===== src/rtl/if_fetch_stage.sv =====
// ---------------------------------------------------------------------------
// if_fetch_stage
//
// Instruction-fetch stage that sits directly after the next-PC select mux.
// It owns the architectural PC, hands pc_plus4 back to the mux and takes the
// mux result back as pc_next. It keeps at most one instruction-memory request
// in flight. Returned words go into a one-entry IF/ID buffer, or into a
// one-entry skid register when decode is stalled. A redirect (taken branch or
// jump) flushes everything the stage holds and restarts fetch at the target.
//
// Ports:
//   clk, rst        clock; asynchronous active-high reset
//   pc_next         next PC from the select mux (pc_plus4 or redirect target)
//   redirect        taken branch/jump, same signal as the mux select
//   pc_plus4        pc_q + 4, feeds the mux
//   imem_req_valid  fetch request valid
//   imem_req_ready  memory accepts the request
//   imem_addr       fetch address (always pc_q)
//   imem_rsp_valid  one-cycle response pulse from memory
//   imem_rsp_data   returned instruction word
//   id_ready        decode consumes the buffered instruction this cycle
//   if_valid        output buffer holds a valid instruction
//   if_pc           PC of the buffered instruction
//   if_instr        buffered instruction word
// ---------------------------------------------------------------------------
module if_fetch_stage #(
    parameter int                    ADDR_WIDTH = 32,
    parameter int                    DATA_WIDTH = 32,
    parameter logic [ADDR_WIDTH-1:0] RESET_PC   = '0
) (
    input  logic                  clk,
    input  logic                  rst,
    input  logic [ADDR_WIDTH-1:0] pc_next,
    input  logic                  redirect,
    output logic [ADDR_WIDTH-1:0] pc_plus4,
    output logic                  imem_req_valid,
    input  logic                  imem_req_ready,
    output logic [ADDR_WIDTH-1:0] imem_addr,
    input  logic                  imem_rsp_valid,
    input  logic [DATA_WIDTH-1:0] imem_rsp_data,
    input  logic                  id_ready,
    output logic                  if_valid,
    output logic [ADDR_WIDTH-1:0] if_pc,
    output logic [DATA_WIDTH-1:0] if_instr
);

    localparam logic [1:0] ST_FETCH = 2'd0;
    localparam logic [1:0] ST_WAIT  = 2'd1;
    localparam logic [1:0] ST_HOLD  = 2'd2;

    logic [1:0]            state;
    logic [ADDR_WIDTH-1:0] pc_q;
    logic [ADDR_WIDTH-1:0] req_pc;
    logic [ADDR_WIDTH-1:0] skid_pc;
    logic [DATA_WIDTH-1:0] skid_instr;
    logic                  kill;

    logic in_fetch;
    logic in_wait;
    logic in_hold;
    logic req_fire;
    logic slot_free;
    logic rsp_live;
    logic load_rsp;
    logic park_rsp;
    logic load_skid;

    // State decode and the handshake/qualifier terms shared by the registers
    // below. A response is only "live" when it is not being killed by an
    // earlier redirect or by a redirect in the same cycle. The output slot
    // counts as free when it is empty or is being drained this cycle.
    assign in_fetch  = (state == ST_FETCH);
    assign in_wait   = (state == ST_WAIT);
    assign in_hold   = (state == ST_HOLD);
    assign slot_free = ~if_valid | id_ready;
    assign rsp_live  = in_wait & imem_rsp_valid & ~kill & ~redirect;
    assign load_rsp  = rsp_live & slot_free;
    assign park_rsp  = rsp_live & ~slot_free;
    assign load_skid = in_hold & ~redirect & id_ready;

    // Request side. The request is suppressed in a redirect cycle because
    // pc_q is about to be replaced by the target, and it is forced low
    // while reset is held.
    assign imem_req_valid = in_fetch & ~redirect & ~rst;
    assign imem_addr      = pc_q;
    assign req_fire       = imem_req_valid & imem_req_ready;
    assign pc_plus4       = pc_q + ADDR_WIDTH'(4);

    // Architectural PC. It advances to pc_next when a request is accepted.
    // It also follows a redirect in any state, so the next fetch goes to the
    // branch target no matter what is in flight.
    always_ff @(posedge clk or posedge rst) begin
        if (rst) begin
            pc_q <= RESET_PC;
        end else if (redirect || req_fire) begin
            pc_q <= pc_next;
        end
    end

    // Remember the address of the outstanding request. The response is then
    // tagged with the PC that produced it, even though pc_q has moved on.
    always_ff @(posedge clk or posedge rst) begin
        if (rst) begin
            req_pc <= '0;
        end else if (req_fire) begin
            req_pc <= pc_q;
        end
    end

    // Fetch sequencer. WAIT covers the one outstanding request. kill records
    // a redirect that arrived while the response was still owed, so that the
    // stale word is thrown away when it shows up. HOLD parks a response that
    // found the output buffer full. It waits there until decode drains the
    // buffer or a redirect discards the parked word.
    always_ff @(posedge clk or posedge rst) begin
        if (rst) begin
            state <= ST_FETCH;
            kill  <= 1'b0;
        end else begin
            case (state)
                ST_FETCH: begin
                    if (req_fire) begin
                        state <= ST_WAIT;
                    end
                end
                ST_WAIT: begin
                    if (redirect) begin
                        if (imem_rsp_valid) begin
                            state <= ST_FETCH;
                            kill  <= 1'b0;
                        end else begin
                            kill <= 1'b1;
                        end
                    end else if (imem_rsp_valid) begin
                        kill <= 1'b0;
                        if (kill || slot_free) begin
                            state <= ST_FETCH;
                        end else begin
                            state <= ST_HOLD;
                        end
                    end
                end
                ST_HOLD: begin
                    if (redirect || id_ready) begin
                        state <= ST_FETCH;
                    end
                end
                default: begin
                    state <= ST_FETCH;
                    kill  <= 1'b0;
                end
            endcase
        end
    end

    // Skid register. It catches a live response when the output buffer is
    // occupied and decode is not draining it. A redirect out of HOLD simply
    // leaves the stale contents behind, and they are never read again.
    always_ff @(posedge clk or posedge rst) begin
        if (rst) begin
            skid_pc    <= '0;
            skid_instr <= '0;
        end else if (park_rsp) begin
            skid_pc    <= req_pc;
            skid_instr <= imem_rsp_data;
        end
    end

    // IF/ID output buffer. Redirect wins over every load so that no
    // wrong-path instruction reaches decode. A load in the same cycle as a
    // drain keeps if_valid high for back-to-back delivery. A drain with no
    // load empties the slot. With no drain and no load, the contents stay
    // untouched.
    always_ff @(posedge clk or posedge rst) begin
        if (rst) begin
            if_valid <= 1'b0;
            if_pc    <= '0;
            if_instr <= '0;
        end else if (redirect) begin
            if_valid <= 1'b0;
        end else if (load_rsp) begin
            if_valid <= 1'b1;
            if_pc    <= req_pc;
            if_instr <= imem_rsp_data;
        end else if (load_skid) begin
            if_valid <= 1'b1;
            if_pc    <= skid_pc;
            if_instr <= skid_instr;
        end else if (id_ready) begin
            if_valid <= 1'b0;
        end
    end

endmodule


===== config.mk =====
export PLATFORM = sky130hd
export DESIGN_NAME = if_fetch_stage
export DESIGN_NICKNAME = d
export VERILOG_FILES = /design/src/rtl/if_fetch_stage.sv
export SDC_FILE = /design/constraint.sdc
export NUM_CORES = 1
export LEC_CHECK = 0
export ABC_AREA = 1
export CORE_ASPECT_RATIO = 1.25
export CORE_MARGIN = 3
export CORE_UTILIZATION = 45
export CTS_CLUSTER_SIZE = 40
export DETAILED_ROUTE_END_ITERATION = 12
export MAX_ROUTING_LAYER = met4
export PLACE_DENSITY = 0.72
export RECOVER_POWER = 50
export SLEW_MARGIN = 20
export SYNTH_ARGS = -nofsm -noshare
export SYNTH_HDL_FRONTEND = slang
export SYNTH_SLANG_ARGS = --single-unit

===== constraint.sdc =====
create_clock -name clk -period 8.35 [get_ports clk]
set_input_delay 0.835 -clock clk [delete_from_list [all_inputs] [get_ports clk]]
set_output_delay 0.835 -clock clk [all_outputs]
set_load 0.03 [all_outputs]

==> results by group <==
Synthesis
  • Synth top area cells: dfrtp_1, nand2_1, nand3_1, inv_1, o21ai_0
  • Leading area contributor after synthesis: dfrtp_1
  • Top-area cell type share of the netlist area: 0.525
  • EDFF count, synth: 0
  • Main synth FF type: dfrtp_1
  • Syn nets: about 1.3k
  • YS warnings: 0
  • Top post-synthesis cells by count: nand2_1, dfrtp_1, inv_1, nand3_1, o21ai_0
  • Distinct cell type count after synthesis: 23
  • Count leader, synth: nand2_1
  • Synth Register Bits: about 200
  • Mapped Cells: between 1k and 1.5k
  • Average size of a mapped cell: between 7 and 8 um2
  • Ys async rst share: 1.00
  • Mapped Area: 9350 um2
  • Seq/Total Area, Yosys: 0.525

Detailed routing
  • 1st-pass router iterations: 5
  • DRC viols: 0
  • DRT iter0 DRCs: around 520
  • Final ANT Viol Nets: 0
  • Routed vias: 8,107
  • Wire per inst: around 15 um
  • Routed vias/inst: 4.93
  • Total Wirelength: 24.9 mm

Timing
  • Count of pins over their slew limit: about 200
  • Worst Tran Pin Value: about 5600 ps
  • Worst Hold Slack: 475 ps
  • Peak Freq: 0.196 GHz
  • Period utilization: 0.612
  • Setup Skew: 9.28 ps
  • Setup_tns: 0 ps
  • Unrepaired setup endpoints after global routing: no
  • Final setup vio count: 0
  • Max-slew headroom: -2.74
  • Minimum clock period: 5110 ps
  • Final Hold Fails: 0

Critical path
  • Worst Path Max Fanout: about 130
  • Worst Path Required: around 8800 ps
  • Crit path largest cell delay: between 3000 and 4000 ps
  • WS Path Type: input port to async pin
  • Reg2reg path depth: 5
  • Crit path capture type: async pin
  • Critical Path, Cell by Cell: clkdlybuf4s50_1, clkinvlp_2, buf_4
  • Crit-path slowest cell: clkinvlp_2
  • CP Data Arrival Time: 5560 ps
  • CP Launch Type: input port

Clock network
  • # hold bufs at CTS: 0
  • Clock Path Buffers: 2
  • Clock-pin transition on the worst setup and hold timing paths: 80 ps
  • TritonCTS clock tree: built
  • Number of CTS-inserted buffers: 17
  • Sink Count: between 150 and 200
  • Postcts setup bufs: 0
  • CTS root buf: clkbuf_16
  • Post-cts resize count: 0
  • Clk Latency, worst-skew pair: between 400 and 500 ps
  • H-Tree Depth: 4

Run status
  • Status: finished with violations
  • Failing checks: max-capacitance violations, max-slew violations

Layout
  • Fin cells: between 1.5k and 2k
  • Fin area: 11,900 um2
  • Fraction of layout cells with a size suffix above 1: 0.0371
  • Nets@finish: 1,432
  • Area growth, synth to finish: 27.3%
  • Fill count: 1,829

Place
  • Dpl cells: ~1.6k
  • Hpwl dp: approximately 17 mm
  • I/O Buffers: about 200
  • Placed cell areas: ~11,000 um2
  • Final RePlAce weighted congestion: ~0.94

Global route
  • GRT Total Usage: 0.233
  • Largest net degree at the start of global routing: ~130
  • Final global-route overflow total: 0
  • Initial antenna violation count: 2
  • Vias in the first global route: 7,880
  • Global-route wire length before repair: 40.8 mm

Power
  • Worst VDD drop: 0.149 mV
  • Pwr Density: approximately 200 nW/um2
  • Overall Power: approximately 2.4 mW
  • Leak: slightly above 6 nW

Die
  • Row Count: 58
  • DIE AREA: 22,500 um2
  • # IOs: 200
  • Die W: around 130 um
  • Initial core utilization: 0.462
  • Die height: approximately 170 um
  • Core Region: slightly above 20,000 um2

Run
  • Max-Cap Viols: 2

Min path
  • Worst min path class: flop to flop
  • Worst hold path stage count: 2
==> state kept, by name, summed over array words and instances (netlist names) <==
name and flops:
if_instr 32, if_pc 32, if_valid 1, imem_addr 32, kill 1, req_pc 32, skid_instr 32, skid_pc 32
state 2
==> power breakdown <==
group          total [mW]  switching [mW]  internal (mW)
clock network       0.807           0.404          0.403
registers            1.09          0.0624           1.03
logic               0.454           0.290          0.164
==> path summary, 6_finish.rpt <==
| check | start | endpoint | slack [ps] |
|---|---|---|---|
| worst max-delay path | rst | skid_instr[10] | 3240 |
| worst min-delay path | if_instr[7] | if_instr[7] | 470 |
| worst max register to register | state[0] | imem_addr[5] | 4330 |
| worst min register to register | if_instr[7] | if_instr[7] | 470 |
| max in group clk | redirect | imem_addr[5] | 3830 |
| min in group asynchronous | rst | state[1] | 2540 |
==> critical path: cells and delay by family <==
kind / cells / cell delay [ps]
buffers and inverters: 3 / 4660
==> routing by layer <==
layer / vias to the layer above / global-route usage / part of all wire
met3: 31 / 0.0475 / 0.066
met1: 3755 / 0.317 / 0.45
met4: 0 / 0.0779 / 0.026
met5: - / - / 0
met2: 296 / 0.352 / 0.46
li1: 4025 / - / -
==> area by class of cell <==
cell class | instances | area (um2) | share of cell area
tap | 270 | 338 | 0.0284
clock buffer | 17 | 425 | 0.0357
sequential | 196 | 4900 | 0.412
inverter | 173 | 652 | 0.0548
multi-input combinational | 767 | 3370 | 0.284
timing repair buffer | 206 | 2040 | 0.171
clock inverter | 15 | 160 | 0.0135
antenna | 2 | 5.00 | 0.000421
==> kinds of logic after synthesis <==
group,after synthesis,share of synthesized area
AO/OA/AOI/OAI,132,0.0712
XOR/XNOR,15,0.0141
adder cells (fa/ha/maj),1,0.00134
buffers and inverters,238,0.116
flip-flops,196,0.525
AND/OR/NAND/NOR,619,0.272
==> cell usage in the layout (no fill, tap or decap), types with 15 or more instances in the layout <==
| cell | synthesis | layout |
|---|---|---|
| nand3_1 | 145 | 145 |
| inv_1 | 170 | 169 |
| dlygate4sd3_1 | 0 | 100 |
| nor2_1 | 49 | 49 |
| o21ai_1 | 60 | 60 |
| o21ai_0 | 70 | 70 |
| clkbuf_16 | 0 | 17 |
| nand2_1 | 413 | 413 |
| xor2_1 | 15 | 15 |
| clkdlybuf4s50_1 | 0 | 99 |
| dfrtp_1 | 196 | 196 |
==> stage by stage <==
stage | setup slack, ps | utilization
floorplan | 2170 | -
global placement | 4490 | 0.559
detailed placement | 4390 | 0.559
CTS | 4630 | 0.588
global route | 2300 | 0.588
finish | 3240 | 0.588
Power figures use the tool's default switching activity.
